[src/rtl/trace_readout_pkg.sv]
// Shared types and constants for the trace readout path: FSM states, header bytes
// and the packet-to-byte sizing helper.
package trace_readout_pkg;

  typedef enum logic [2:0] {
    ST_IDLE,
    ST_HEADER,
    ST_FETCH,
    ST_WAIT,
    ST_SEND
  } state_e;

  localparam logic [7:0] HDR_SOF   = 8'hA5;
  localparam logic [7:0] HDR_EOF   = 8'h5A;
  localparam int         HDR_BYTES = 4;

  function automatic int bytes_per_packet(input int packet_width);
    return packet_width / 8;
  endfunction

endpackage

[src/rtl/trace_readout_byte_serializer.sv]
// trace_byte_serializer: holds one packet and presents it LSB-first as bytes under
// valid/ready, flagging the cycle in which the final byte is accepted.
module trace_byte_serializer
  import trace_readout_pkg::*;
#(
  parameter int WIDTH = 16
) (
  input  logic             clk,
  input  logic             reset,
  input  logic             flush,
  input  logic             load,
  input  logic [WIDTH-1:0] load_data,
  input  logic             tx_ready,
  output logic [7:0]       tx_data,
  output logic             tx_valid,
  output logic             last_accept
);

  localparam int NUM_BYTES = bytes_per_packet(WIDTH);
  localparam int IDX_W     = (NUM_BYTES > 1) ? $clog2(NUM_BYTES) : 1;

  logic [WIDTH-1:0] shift_q, shift_d;
  logic             valid_q, valid_d;
  logic [IDX_W-1:0] idx_q, idx_d;

  // Flush beats load beats advance, so an abort never counts a final byte.
  always_comb begin
    shift_d     = shift_q;
    valid_d     = valid_q;
    idx_d       = idx_q;
    last_accept = 1'b0;
    if (flush) begin
      valid_d = 1'b0;
    end else if (load) begin
      shift_d = load_data;
      valid_d = 1'b1;
      idx_d   = '0;
    end else if (valid_q && tx_ready) begin
      if (idx_q == IDX_W'(NUM_BYTES - 1)) begin
        valid_d     = 1'b0;
        last_accept = 1'b1;
      end else begin
        shift_d = shift_q >> 8;
        idx_d   = idx_q + 1'b1;
      end
    end
  end

  always_ff @(posedge clk) begin
    if (reset) begin
      shift_q <= '0;
      valid_q <= 1'b0;
      idx_q   <= '0;
    end else begin
      shift_q <= shift_d;
      valid_q <= valid_d;
      idx_q   <= idx_d;
    end
  end

  assign tx_data  = shift_q[7:0];
  assign tx_valid = valid_q;

endmodule

[src/rtl/trace_readout.sv]
// trace_readout: walks the capture memory oldest-to-newest and streams each packet as bytes.
// Define TRACE_READOUT_HEADER_EN to prepend a header: SOF, count[15:8], count[7:0], EOF.
module trace_readout
  import trace_readout_pkg::*;
#(
  parameter int SAMPLE_PACKET_WIDTH = 16,
  parameter int ADDR_WIDTH          = 10
) (
  input  logic                           clk,
  input  logic                           reset,
  input  logic                           start,
  input  logic                           abort,
  input  logic [ADDR_WIDTH-1:0]          wrPtr,
  input  logic                           wrapped,
  output logic                           memRdEn,
  output logic [ADDR_WIDTH-1:0]          memAddr,
  input  logic [SAMPLE_PACKET_WIDTH-1:0] memRdData,
  output logic [7:0]                     txData,
  output logic                           txValid,
  input  logic                           txReady,
  output logic                           busy,
  output logic                           done
);

  state_e                state_q, state_d;
  logic [ADDR_WIDTH-1:0] rd_ptr_q, rd_ptr_d;
  logic [ADDR_WIDTH:0]   count_q, count_d;
  logic                  done_q, done_d;
  logic                  ser_load, ser_flush, ser_last, ser_valid;
  logic [7:0]            ser_data;
`ifdef TRACE_READOUT_HEADER_EN
  logic [1:0]            hdr_idx_q, hdr_idx_d;
  logic [15:0]           count16;
  logic [7:0]            hdr_byte;

  always_comb begin
    count16                = '0;
    count16[ADDR_WIDTH:0]  = count_q;
    case (hdr_idx_q)
      2'd0:    hdr_byte = HDR_SOF;
      2'd1:    hdr_byte = count16[15:8];
      2'd2:    hdr_byte = count16[7:0];
      default: hdr_byte = HDR_EOF;
    endcase
  end
`endif

  // A wrapped buffer holds a full memory of packets, oldest at the write pointer.
  always_comb begin
    state_d   = state_q;
    rd_ptr_d  = rd_ptr_q;
    count_d   = count_q;
    done_d    = 1'b0;
    ser_load  = 1'b0;
    ser_flush = 1'b0;
`ifdef TRACE_READOUT_HEADER_EN
    hdr_idx_d = hdr_idx_q;
`endif
    case (state_q)
      ST_IDLE: begin
        if (start) begin
          rd_ptr_d = wrapped ? wrPtr : '0;
          count_d  = wrapped ? {1'b1, {ADDR_WIDTH{1'b0}}} : {1'b0, wrPtr};
`ifdef TRACE_READOUT_HEADER_EN
          hdr_idx_d = '0;
          state_d   = ST_HEADER;
`else
          state_d   = ST_FETCH;
`endif
        end
      end
`ifdef TRACE_READOUT_HEADER_EN
      ST_HEADER: begin
        if (txReady) begin
          if (hdr_idx_q == 2'(HDR_BYTES - 1)) begin
            if (count_q == '0) begin
              done_d  = 1'b1;
              state_d = ST_IDLE;
            end else begin
              state_d = ST_FETCH;
            end
          end else begin
            hdr_idx_d = hdr_idx_q + 1'b1;
          end
        end
      end
`endif
      ST_FETCH: begin
        if (count_q == '0) begin
          done_d  = 1'b1;
          state_d = ST_IDLE;
        end else begin
          state_d = ST_WAIT;
        end
      end
      ST_WAIT: begin
        ser_load = 1'b1;
        state_d  = ST_SEND;
      end
      ST_SEND: begin
        if (ser_last) begin
          rd_ptr_d = rd_ptr_q + 1'b1;
          count_d  = count_q - 1'b1;
          if (count_q == {{ADDR_WIDTH{1'b0}}, 1'b1}) begin
            done_d  = 1'b1;
            state_d = ST_IDLE;
          end else begin
            state_d = ST_FETCH;
          end
        end
      end
      default: state_d = ST_IDLE;
    endcase
    if (abort) begin
      state_d   = ST_IDLE;
      ser_flush = 1'b1;
      done_d    = 1'b0;
    end
  end

  always_ff @(posedge clk) begin
    if (reset) begin
      state_q   <= ST_IDLE;
      rd_ptr_q  <= '0;
      count_q   <= '0;
      done_q    <= 1'b0;
`ifdef TRACE_READOUT_HEADER_EN
      hdr_idx_q <= '0;
`endif
    end else begin
      state_q   <= state_d;
      rd_ptr_q  <= rd_ptr_d;
      count_q   <= count_d;
      done_q    <= done_d;
`ifdef TRACE_READOUT_HEADER_EN
      hdr_idx_q <= hdr_idx_d;
`endif
    end
  end

  trace_byte_serializer #(
    .WIDTH(SAMPLE_PACKET_WIDTH)
  ) u_serializer (
    .clk         (clk),
    .reset       (reset),
    .flush       (ser_flush),
    .load        (ser_load),
    .load_data   (memRdData),
    .tx_ready    (txReady),
    .tx_data     (ser_data),
    .tx_valid    (ser_valid),
    .last_accept (ser_last)
  );

`ifdef TRACE_READOUT_HEADER_EN
  assign txValid = (state_q == ST_HEADER) || ser_valid;
  assign txData  = (state_q == ST_HEADER) ? hdr_byte : ser_data;
`else
  assign txValid = ser_valid;
  assign txData  = ser_data;
`endif
  assign memRdEn = (state_q == ST_FETCH) && (count_q != '0);
  assign memAddr = rd_ptr_q;
  assign busy    = (state_q != ST_IDLE);
  assign done    = done_q;

endmodule

[config.mk]
export PLATFORM = sky130hd
export DESIGN_NAME = trace_readout
export DESIGN_NICKNAME = d
export VERILOG_FILES = /design/src/rtl/trace_readout_pkg.sv /design/src/rtl/trace_readout_byte_serializer.sv /design/src/rtl/trace_readout.sv
export SDC_FILE = /design/constraint.sdc
export NUM_CORES = 1
export LEC_CHECK = 0
export ABC_AREA = 0
export BUFFER_PORTS_ARGS = -buffer_cell sky130_fd_sc_hd__buf_2
export CORE_ASPECT_RATIO = 1.4
export CORE_MARGIN = 5
export CORE_UTILIZATION = 35
export CTS_CLUSTER_SIZE = 16
export DETAILED_ROUTE_END_ITERATION = 7
export SYNTH_ARGS = -nofsm -noshare
export SYNTH_HDL_FRONTEND = slang
export SYNTH_SLANG_ARGS = --single-unit
export TNS_END_PERCENT = 10
[constraint.sdc]
create_clock -name clk -period 5.2 [get_ports clk]
set_input_delay 0.26 -clock clk [delete_from_list [all_inputs] [get_ports clk]]
set_output_delay 0.26 -clock clk [all_outputs]
set_load 0.01 [all_outputs]
Word level (Yosys, flattened, before mapping)
Index checks and enable logic that the tools add are counted.

Flip-flop bits (word level): 43. Input port bits: 32. Output and inout bits: 22. Word-level logic and storage cells: 66.

Add/subtract/negate cells: 3. Eq/ne operators: 7. Mux-type cells: 32. Bitwise logic cells: 1. Reductions and logical operators: 16.

Operators with widths (number): 16-bit two-way mux (3); 11-bit two-way mux (3); 10-bit two-way mux (3); 11-bit one-hot mux with 2 select lines (1); 10-bit one-hot mux with 2 select lines (1); 1-bit two-way mux (15); 3-bit one-hot mux with 4 select lines (1); 11-bit by 1-bit equality test with 1-bit output, second input constant (1); 11-bit logical NOT (1); 11-bit nonzero test (1); 11-bit by 1-bit subtractor with 11-bit output, second input constant (1); 10-bit by 1-bit adder with 10-bit output, second input constant (1); 3-bit by 2-bit equality test with 1-bit output, second input constant (2); 3-bit two-way mux (2); 2-bit inequality test, second input constant (3); 2-bit AND reduction (3); 3-bit AND reduction (2); 2-bit nonzero test (3); 2-bit two-way mux (2); 2-bit OR reduction (2); 3-bit equality test, second input constant (1); 3-bit logical NOT (1); 3-bit nonzero test (1); 1-bit logical AND (2); 3 further kinds (3).

Depth between registers and ports, before layout
Gate-level depths: netlist of run 1.

Word-level depth: 6. Mapped depth: 7. Gate-level depth less buffers: 6.

Cells and area by module
Synthesis of run 1 repeated with hierarchy kept, for this count alone.

Cell total of the unflattened synthesis: 316. Area total of the unflattened synthesis: 2546.2 um^2.

Modules (own cells, without submodules): trace_readout (instances 1, cells an instance 212, area each 1606.5 um^2, seq. area each 500.5 um^2); trace_byte_serializer (instances 1, cells an instance 104, area each 939.7 um^2, seq. area each 360.3 um^2).

Worst setup path before layout of run 1
No wires, ideal clock.

Path type: register to register. Start point: register rd_ptr_q[0], in the netlist memAddr[0]. End point: register rd_ptr_q[8], in the netlist memAddr[8]. Library setup time: 0.086 ns. Arrival time: 1.590 ns. Required time: 5.114 ns. Slack: 3.524 ns. Stages on the path, launching flop included: 6. Path buffers: 0. Clock period less this slack: 1.676 ns. Cell sequence: dfxtp_1 -> ha_1 -> nand3_1 -> or3_1 -> a211o_1 -> a211oi_1.

Word-level cells in the longest chain between the ends: 3.

RTL lines: start, declared (RTL line trace_readout.sv:26) `logic [ADDR_WIDTH-1:0] rd_ptr_q, rd_ptr_d;`; start signal, assigned (RTL line trace_readout.sv:132) `rd_ptr_q <= rd_ptr_d;`; 10-bit by 1-bit adder with 10-bit output (RTL line trace_readout.sv:102) `rd_ptr_d = rd_ptr_q + 1'b1;`; 10-bit two-way mux (RTL line trace_readout.sv:101) `if (ser_last) begin`; 10-bit one-hot mux with 2 select lines (RTL line trace_readout.sv:59) `case (state_q)`.

Every way passes these cells. The select of a mux whose other input is x is not followed. A chain may end at the register's enable or synchronous reset.

Worst setup path in the final report of run 1
Start point: register state_q[2]. End point: register rd_ptr_q[8], in the netlist memAddr[8].

Word-level cells in the longest chain between the ends: 6. Elaborated cells on any way between the ends: 11. Those cells by class: eq/ne (4); mux (4); reduce/logical (3).

RTL lines: start, declared (RTL line trace_readout.sv:25) `state_e state_q, state_d;`; start signal, assigned (RTL line trace_readout.sv:131) `state_q <= state_d;`; 3-bit by 2-bit equality test with 1-bit output (RTL line trace_readout.sv:59); 1-bit two-way mux (RTL line trace_readout.sv:59); 1-bit two-way mux (RTL line trace_readout_byte_serializer.sv:34) `end else if (load) begin`; 1-bit two-way mux (RTL line trace_readout_byte_serializer.sv:32) `if (flush) begin`; 2-bit inequality test (no source line); 3-bit AND reduction (no source line).

Parallel ways exist; a longest one is shown, timed or not.

==> summary.txt, run 1 <==
largest stage delay on the critical path - 0.85 ns
initial core utilization - 35.88%
RSZ-0062 raised after global routing - false
CTS max path bufs - 2
Area Overhead vs Synth - 12.77%
routed length per instance - 17.06 um
post-synthesis sequential area ratio - 34.59%
CP required - 5.42 ns
# nets final - 361
synthesized area - 0.002489 mm2
critical path class - register to register
highest routed layer - met4
crit-path cells - nor3b_2, a21oi_2, a211o_1, a211oi_1
logic gate share of total power - 14.0%
first-pass GRT wire length - 11.52 mm
post-CTS resize count - 0
HPWL after detailed placement - 5.332 mm
syn nets - 328
pin count of the biggest net entering global routing - 42
Net Sw Frac - 26.78%
top-area cell type share of the netlist area - 34.59%
clock latency on the worst-skew pair - 0.30 ns
ANT cells - 0
Avg Cell Area, Syn - 8.494 um2
Setup WS pre-CTS - 2.823 ns
Final Cycle Share - 46.27%
start of the worst register-to-register path - state_q[2]$_SDFFE_PP0P_
total CTS buffers - 5
Filler Cell Count - 747
Power per Cell Area - 259.8 mW/mm2
layout cells sized above 1 - 24.77%
met3 wire length - 392 um
CTS tree - yes
Post-synth ARST share - 0%
register bit total from synthesis - 43
port buffer count - 53
biggest area consumer among synthesized cells - dfxtp_1
CP Capture Type - register
Max Cap Viol - 0
core region area - 0.006937 mm2
fin. max-slew vios - 0
VDD IR max - 0.1532 mV
Sum Neg Setup Slack - 0 ns
setup ws final - 2.794 ns
vias per cell - 5.673
First-pass DRT Iterations - 5
CTS Sinks - 43
count of different cell masters after synthesis - 59
P_sw - 195.3 uW
GRT Util Overall - 16.66%
chip height - 109.8 um
fin crit period - 2.406 ns
Critical-path top delay cell - nor3b_2
leak pwr - 0.001100 uW
fin util - 40.46%
path category of the worst min-delay check - input pin to register
Max Freq - 0.4156 GHz
Top-Level Pins - 54
worst hold slack - 0.1959 ns
Ys Warns - 0
sequential power share - 48.1%
hold_buf cts - 0
launch point of the worst path - state_q[2]$_SDFFE_PP0P_
final WL - 7.198 mm
Root Buffer - clkbuf_8
synth top area cells - dfxtp_1, nor2_1, a211oi_1
vias in the first global route - 2365
crit path launch type - register
Worst Tran Pin Value - 0.9526 ns
ys flop type - dfxtp_1
Setup Viol. Count Final - 0
Hold Crit Start - memRdData[13]
Worst slew margin - 36.21%
routed metal-1 wire length - 2.831 mm
top cells by instance count after synthesis - dfxtp_1, nor2_1, a21oi_1
DRC errors left - 0
clock-pin slew on the worst setup and hold paths - 0.09 ns
Remaining Overflow, GRT - 0
Post-synth EDFFs - 0
Clock Power Share - 37.9%
Die ar. - 0.008920 mm2
met2 wire length - 3.661 mm
Int Pwr - 533.9 uW
Site Rows - 36
Die Width - 81.27 um
vias after detailed routing - 2394
initial DRC count - 192
Routed Antenna Nets - 0
crit-path max FO - 14
most frequent cell after synthesis - dfxtp_1
CP arrival - 2.63 ns
# Post-CTS Setup Buffers - 0
Gate Count Post-Synth - 293
status - finished clean
Final Wtd Congestion - 0.9101
Fin. Hold Viols - 0
CTS H-Tree Depth - 2
Clock Skew - 0.008594 ns
initial antenna violation count - 0
-- worst paths after layout --
check / to / slack, ns / depth (start not counted)
max: memAddr[8]$_SDFFE_PP0P_ / 2.79 / 4
min: u_serializer.shift_q[13]$_SDFFE_PP0P_ / 0.20 / 3
max reg2reg: memAddr[8]$_SDFFE_PP0P_ / 2.79 / 4
min reg2reg: u_serializer.shift_q[1]$_SDFFE_PP0P_ / 0.50 / 2
-- final cells by class --
cell class / count / area, um2 / area share, %
Sequential cell: 43 / 860.8 / 30.67
Tap cell: 95 / 118.9 / 4.235
Timing Repair Buffer: 53 / 265.3 / 9.452
Clock inverter: 2 / 35.03 / 1.248
Inverter: 11 / 41.29 / 1.471
Multi-Input combinational cell: 212 / 1403 / 49.98
Clock buffer: 6 / 82.58 / 2.942
-- registers in the layout (all words and copies together), names as in the netlist --
register / flops
memAddr: 10
u_serializer.shift_q: 16
state_q: 3
u_serializer.idx_q: 1
done: 1
count_q: 11
u_serializer.tx_valid: 1
-- kinds of logic (layout without fill, tap and decap cells) --
family | Yosys count | in the layout | share of synthesized area (%)
multiplexers | 8 | 8 | 3.218
adder cells (fa/ha/maj) | 3 | 3 | 1.508
flip-flops | 43 | 43 | 34.59
AO/OA/AOI/OAI | 93 | 93 | 26.45
buffers and inverters | 38 | 72 | 9.049
AND/OR/NAND/NOR | 108 | 108 | 25.19
-- per-stage QoR --
stage | power (uW) | instances | instance area, um2
6_report | 729.2 | 422 | 2806
5_1_grt | 760.6 | 422 | 2806
4_1_cts | 737.4 | 422 | 2806
3_5_place_dp | 459.2 | 414 | 2689
3_3_place_gp | 460.6 | 414 | 2689
2_1_floorplan | 423.3 | 293 | 2489
-- critical path, delay by kind of cell (launching register included) --
kind               cells  cell delay (ns)
and+or+nand+nor        1             0.85
DFF                    1             0.57
AOI/OAI and AO/OA      3             0.90
-- power by group through the flow --
stage | Clock [uW] | Sequential, uW | Combinational, uW
2_1_floorplan | 0 | 355 | 68.1
3_3_place_gp | 0 | 358 | 103
3_5_place_dp | 0 | 358 | 101
4_1_cts | 286 | 350 | 102
5_1_grt | 297 | 352 | 111
6_report | 277 | 350 | 102
-- layout by cell type (no fill, tap or decap), types with 5 or more instances in the layout --
cell type	n
a211oi_1	13
a21oi_1	19
a22oi_1	9
a311oi_1	5
a31oi_1	6
buf_2	53
clkbuf_8	6
dfxtp_1	43
inv_1	11
mux2i_1	8
nand2_1	14
nand3_1	12
nand4_1	9
nor2_1	31
nor3_1	7
o21ai_0	9
-- layer usage --
layer  up-vias  track usage (%)
li1       1169                -
met1      1115            18.75
met2        85            28.44
met3        25            2.869
met4         0            10.75
met5         -                0
(Power assumes the default switching activity.)
==> run 2: changes to the inputs <==
Settings changed: ABC_AREA 0 to 1.
Clock period 5.2 ns to 1.99 ns, I/O delays scaled along.
==> run 2 against run 1 <==
  * Hold slack worse by 0.13 ns
  * Synthesized cell count grew 38%
  * Clock skew decreased by 0.0033 ns
  * Global-route usage decreased by 0.91 points
  * Worst setup slack lost 2.6 ns
  * Non-clock buffer count rose by 7
  * Area after synthesis decreased by 0.25%
  * Die area is 0.22% lower
  * Sequential share of layout area fell by 0.75 points
  * Total power grew to 2.5 times the previous value
==> summary.txt, run 2 <==
crit path launch type - register
final WL - 6.601 mm (-8.3%)
pin count of the biggest net entering global routing - 31 (-26%)
leak pwr - 0.001444 uW (+31%)
Root Buffer - clkbuf_8
Die ar. - 0.008900 mm2 (-0.22%)
logic gate share of total power - 19.2% (+5.2 points)
ys flop type - dfxtp_1
GRT met1 Usage - 18.80% (+0.047 points)
most common cell after layout, fill and taps aside - nand2_1
commonest non-fill, non-tap cells in the layout - nand2_1, nor2_1, buf_2
VDD IR max - 0.2732 mV (+78%)
top-area cell type share of the netlist area - 34.68% (+0.087 points)
vias per cell - 4.712 (-17%)
Synth Area in Compound Gates - 12.55% (-14 points)
Fin. Hold Viols - 0 (unchanged)
# nets final - 484 (+34%)
simple-gate share of the synthesized area - 39.36% (+14 points)
Area Overhead vs Synth - 15.88%
vias in the first global route - 2481 (+4.9%)
initial DRC count - 125 (-35%)
Final Wtd Congestion - 0.8775 (-3.6%)
Avg Cell Area, Syn - 6.160 um2 (-27%)
sequential power share - 50.4% (+2.3 points)
WHS Endpoint - u_serializer.shift_q[11]$_SDFFE_PP0P_
CTS tree - yes
critical path class - register to output pin
post-CTS resize count - 0 (unchanged)
HPWL after detailed placement - 4.923 mm (-7.7%)
synth top area cells - dfxtp_1, nand2_1, nor2_1
Final Cycle Share - 90.59%
M2 GR Usage - 27.61% (-0.82 points)
synthesized area - 0.002482 mm2 (-0.25%)
Ys Warns - 0 (unchanged)
CTS H-Tree Depth - 2 (unchanged)
Die Width - 81.18 um (-0.11%)
Post-synth ARST share - 0% (unchanged)
P_sw - 583.3 uW (+200%)
Worst slew margin - 66.88% (+31 points)
flop-to-flop setup slack - 0.31 ns (-2.48 ns)
fin. max-slew vios - 0 (unchanged)
CTS max path bufs - 2 (unchanged)
CP required - 1.89 ns (-3.53 ns)
Max Cap Viol - 0 (unchanged)
hold_buf cts - 0 (unchanged)
CP arrival - 1.70 ns (-0.93 ns)
First-pass DRT Iterations - 6 (+1)
ANT cells - 0 (unchanged)
max reg flops - 16 (unchanged)
routed length per instance - 12.11 um (-29%)
register bit total from synthesis - 43 (unchanged)
port buffer count - 53 (unchanged)
worst reg2reg path depth - 9 (+5)
Clock Skew - 0.005320 ns (-0.003274 ns)
core region area - 0.006937 mm2 (unchanged)
Net Sw Frac - 31.43% (+4.6 points)
Site Rows - 36 (unchanged)
vias after detailed routing - 2568 (+7.3%)
chip height - 109.6 um (-0.11%)
Placed Cells - 537 (+30%)
syn nets - 438 (+34%)
count of different cell masters after synthesis - 25 (-58%)
DRC errors left - 0 (unchanged)
top cells by instance count after synthesis - nand2_1, nor2_1, dfxtp_1
Sum Neg Setup Slack - 0 ns (unchanged)
met3 Use GR - 2.295% (-0.57 points)
total CTS buffers - 5 (unchanged)
# Post-CTS Setup Buffers - 0 (unchanged)
fin crit period - 1.803 ns
Synth Area in XOR/XNOR - 0.7056% (+0.71 points)
Setup WS pre-CTS - 0.3190 ns (-2.504 ns)
Post-Synth Adder-Cell Area - 1.512% (+0.0038 points)
initial antenna violation count - 0 (unchanged)
Power per Cell Area - 645.3 mW/mm2 (+150%)
worst hold slack - 0.06836 ns (-0.1275 ns)
setup ws final - 0.1873 ns (-2.607 ns)
biggest area consumer among synthesized cells - dfxtp_1
Clock Power Share - 30.3% (-7.6 points)
Hold Crit Start - memRdData[11]
Routed Antenna Nets - 0 (unchanged)
Gate Count Post-Synth - 403 (+38%)
initial core utilization - 35.79% (-0.090 points)
crit-path max FO - 5 (-9)
Worst Hold Path Cells - 3 (unchanged)
clock-pin slew on the worst setup and hold paths - 0.09 ns (about the same)
CTS Sinks - 43 (unchanged)
CP Capture Type - output pin
RSZ-0062 raised after global routing - false
largest family of logic cells by synthesized area - simple AND/OR/NAND/NOR gates
post-synthesis sequential area ratio - 34.68% (+0.087 points)
mux contribution to synthesized area - 0% (-3.2 points)
first-pass GRT wire length - 11.09 mm (-3.8%)
Post-synth EDFFs - 0 (unchanged)
non-filler cells in the finished layout - 545 (+29%)
Top-Level Pins - 54 (unchanged)
most frequent cell after synthesis - nand2_1
Worst Tran Pin Value - 0.4963 ns (-0.4563 ns)
Remaining Overflow, GRT - 0 (unchanged)
GRT Util Overall - 15.74% (-0.91 points)
start of the worst register-to-register path - state_q[2]$_SDFFE_PP0P_
Biggest register - u_serializer.shift_q
path category of the worst min-delay check - input pin to register
Int Pwr - 1273 uW (+140%)
clock latency on the worst-skew pair - 0.29 ns (about the same)
status - finished clean
Max Freq - 0.5547 GHz
layout cells sized above 1 - 18.44% (-6.3 points)
GRT busiest layer - met2
capture point of the worst reg-to-reg path - count_q[10]$_SDFFE_PP0P_
Setup Viol. Count Final - 0 (unchanged)
## run 2: kinds of logic after synthesis
family / after synthesis
buffers and inverters: 61
AO/OA/AOI/OAI: 56
flip-flops: 43
adder cells (fa/ha/maj): 3
XOR/XNOR: 2
AND/OR/NAND/NOR: 238
## run 2: stage by stage
step | area, um2 | utilization, % | power, uW
floorplan | 2482 | - | 1195
CTS | 2877 | 41.47 | 1884
finish | 2877 | 41.47 | 1856
detailed placement | 2791 | 40.24 | 1313
global placement | 2791 | 40.24 | 1307
global route | 2877 | 41.47 | 1980
## run 2: layout make-up
class	instances	area, um2
clock buffers	6	72.57
fillers	794	4060
inverters	40	150.1
flip-flops and latches	43	860.8
multi-input cells	299	1344
clock inverters	2	12.51
repair buffers	60	317.8
well taps	95	118.9
## run 2: how the worst max path moves through the flow
stage | from | end | slack (ns) | depth (start not counted)
final | count_q[0]$_SDFFE_PP0P_ | memRdEn | 0.19 | 8
after global routing | count_q[0]$_SDFFE_PP0P_ | memRdEn | 0.007 | 8
after CTS | count_q[0]$_SDFFE_PP0P_ | memRdEn | 0.18 | 8
after detailed placement | state_q[2]$_SDFFE_PP0P_ | count_q[10]$_SDFFE_PP0P_ | 0.32 | 9
after global placement | state_q[2]$_SDFFE_PP0P_ | count_q[10]$_SDFFE_PP0P_ | 0.40 | 9
after floorplan | u_serializer.tx_valid$_SDFFE_PP0P_ | count_q[10]$_SDFFE_PP0P_ | 0.61 | 10
## run 2: critical path, stage by stage (launching register included)
cell     delay [ns]
dfxtp_1        0.33
inv_1          0.11
ha_1           0.20
nand2_1        0.12
nor2_1         0.19
nand3_1        0.12
nand2_1        0.13
inv_1          0.07
buf_2          0.14
## run 2: power by group through the flow
| stage | logic [uW] | clock network (uW) | registers [uW] |
|---|---|---|---|
| global placement | 352 | 0 | 955 |
| floorplan | 239 | 0 | 956 |
| global route | 416 | 621 | 943 |
| finish | 357 | 563 | 936 |
| CTS | 359 | 589 | 936 |
| detailed placement | 357 | 0 | 956 |
## run 2: metal layers
| layer | wire [um] | vias to the layer above | part of all wire (%) |
|---|---|---|---|
| li1 | - | 1350 | - |
| met1 | 2885 | 1143 | 44 |
| met3 | 276 | 10 | 4.2 |
| met5 | 0 | - | 0 |
| met4 | 97 | 0 | 1.5 |
| met2 | 3343 | 65 | 51 |
==> run 3: changes to the inputs <==
Settings changed: CORE_ASPECT_RATIO 1.4 to not set, GPL_TIMING_DRIVEN set to 0.
==> run 3 against run 2 <==
  * Register-to-register slack better by 0.07 ns
  * Critical path depth unchanged
  * Sequential share of layout area shrank 1.0 points
  * Sequential cell count did not move
  * Routed wire length rose by 1.3%
  * Clock power increased by 28%
  * Maximum frequency increased by 0.29%
  * Cell count up 2.6%
  * Worst setup slack improved by 0.0052 ns
  * Clock-buffer cell count decreased by 1
  * Critical path type unchanged
==> summary.txt, run 3 (synthesis results as in run 2) <==
chip height - 94.22 um (-14%)
GRT met1 Usage - 19.83% (+1.0 points)
port buffer count - 52 (-1.9%)
final WL - 6.687 mm (+1.3%)
clock-pin slew on the worst setup and hold paths - 0.09 ns (about the same)
start of the worst register-to-register path - state_q[2]$_SDFFE_PP0P_
path category of the worst min-delay check - input pin to register
Die ar. - 0.008876 mm2 (-0.27%)
status - finished clean
CTS H-Tree Depth - 2 (unchanged)
routed length per instance - 11.96 um (-1.2%)
initial core utilization - 36.34% (+0.55 points)
M2 GR Usage - 27.19% (-0.43 points)
core region area - 0.006832 mm2 (-1.5%)
capture point of the worst reg-to-reg path - count_q[0]$_SDFFE_PP0P_
initial DRC count - 116 (-7.2%)
CP arrival - 1.70 ns (about the same)
Final Cycle Share - 90.33% (-0.26 points)
Final Wtd Congestion - 0.8575 (-2.3%)
CP endpoint - memRdEn
Fin. Hold Viols - 0 (unchanged)
Max Freq - 0.5563 GHz (+0.29%)
pin count of the biggest net entering global routing - 16 (-48%)
Area Overhead vs Synth - 20.06%
VDD IR max - 0.2776 mV (+1.6%)
vias per cell - 4.651 (-1.3%)
critical path class - register to output pin
initial antenna violation count - 0 (unchanged)
RSZ-0062 raised after global routing - false
Top-Level Pins - 54 (unchanged)
first-pass GRT wire length - 11.12 mm (+0.31%)
GRT busiest layer - met2
# nets final - 497 (+2.7%)
clock latency on the worst-skew pair - 0.30 ns (about the same)
Sum Neg Setup Slack - 0 ns (unchanged)
fin crit period - 1.797 ns (-0.005222 ns)
Die Width - 94.22 um (+16%)
CTS tree - yes
First-pass DRT Iterations - 5 (-1)
Max Cap Viol - 0 (unchanged)
Site Rows - 30 (-17%)
Setup Viol. Count Final - 0 (unchanged)
fin. max-slew vios - 0 (unchanged)
Power per Cell Area - 678.1 mW/mm2 (+5.1%)
layout cells sized above 1 - 20.09% (+1.6 points)
launch point of the worst path - count_q[0]$_SDFFE_PP0P_
most common cell after layout, fill and taps aside - nand2_1
flop-to-flop setup slack - 0.38 ns (+0.07 ns)
crit-path max FO - 5 (unchanged)
CTS Sinks - 43 (unchanged)
vias in the first global route - 2471 (-0.40%)
ANT cells - 0 (unchanged)
worst reg2reg path depth - 8 (-1)
CTS max path bufs - 2 (unchanged)
Root Buffer - clkbuf_8
hold_buf cts - 0 (unchanged)
Worst Hold Path Cells - 3 (unchanged)
Clock Skew - 0.005681 ns (+0.0003606 ns)
DRC errors left - 0 (unchanged)
max reg flops - 16 (unchanged)
vias after detailed routing - 2600 (+1.2%)
Worst slew margin - 63.16% (-3.7 points)
GRT Util Overall - 15.84% (+0.098 points)
leak pwr - 0.001506 uW (+4.3%)
Remaining Overflow, GRT - 0 (unchanged)
met3 Use GR - 3.125% (+0.83 points)
total CTS buffers - 5 (unchanged)
Worst Tran Pin Value - 0.5526 ns (+0.05627 ns)
Biggest register - u_serializer.shift_q
design area - 0.002980 mm2 (+3.6%)
CP required - 1.89 ns (about the same)
commonest non-fill, non-tap cells in the layout - nand2_1, nor2_1, buf_2
Routed Antenna Nets - 0 (unchanged)
DP Area - 0.002863 mm2 (+2.6%)
CP Capture Type - output pin
HPWL after detailed placement - 5.068 mm (+3.0%)
crit path launch type - register
==> run 3: per-stage QoR <==
stage	hold slack, ns	total power [uW]	setup WS, ns	util, %	instances
floorplan	0.2646	1195	0.6055	-	403
global placement	0.3769	1315	0.4067	41.90	551
detailed placement	0.3765	1320	0.4022	41.90	551
CTS	0.04815	2038	0.1249	43.59	559
global route	0.05398	2136	0.03743	43.63	559
finish	0.05450	2021	0.1925	43.63	559
==> run 3: repair_timing <==
item	CTS	global route
setup endpoints to repair	0	1
buffers inserted	0	0
endpoints found under the hold margin	0	0
gates resized for setup	0	1
==> run 3: cell type report <==
cell class / count / area, um2
timing repair buffer: 52 / 260.3
fill: 754 / 3851
tap: 96 / 120.1
inverter: 40 / 150.1
sequential: 43 / 860.8
clock buffer: 5 / 68.82
multi-input combinational: 299 / 1346
clock inverter: 3 / 46.29
buffer: 21 / 127.6
==> run 3: worst min path at each step <==
stage / startpoint / to / slack [ns]
after floorplan: memRdData[10] / u_serializer.shift_q[10]$_SDFFE_PP0P_ / 0.26
after global routing: memRdData[12] / u_serializer.shift_q[12]$_SDFFE_PP0P_ / 0.05
after detailed placement: memRdData[10] / u_serializer.shift_q[10]$_SDFFE_PP0P_ / 0.38
after CTS: memRdData[10] / u_serializer.shift_q[10]$_SDFFE_PP0P_ / 0.05
after global placement: memRdData[8] / u_serializer.shift_q[8]$_SDFFE_PP0P_ / 0.38
final: memRdData[10] / u_serializer.shift_q[10]$_SDFFE_PP0P_ / 0.05
==> run 3: metal layers <==
metal	wire length [um]	vias up
li1	-	1382
met1	3048	1142
met2	3176	67
met3	375	9
met4	87	0
met5	0	-
==> run 3: worst max-delay path, stage by stage, from the launching register on <==
cell and delay [ns]:
dfxtp_1 0.33, inv_1 0.11, ha_1 0.21, nand2_1 0.15, nor2_2 0.17, nand3_1 0.12
nand2_1 0.12, inv_1 0.04, buf_2 0.13
==> run 3: power breakdown <==
group	internal, uW	leakage [uW]	switching [uW]
sequential	898	0.000350	37.7
clock	378	0.0000548	339
combinational	133	0.00110	235
total	1410	0.00151	612
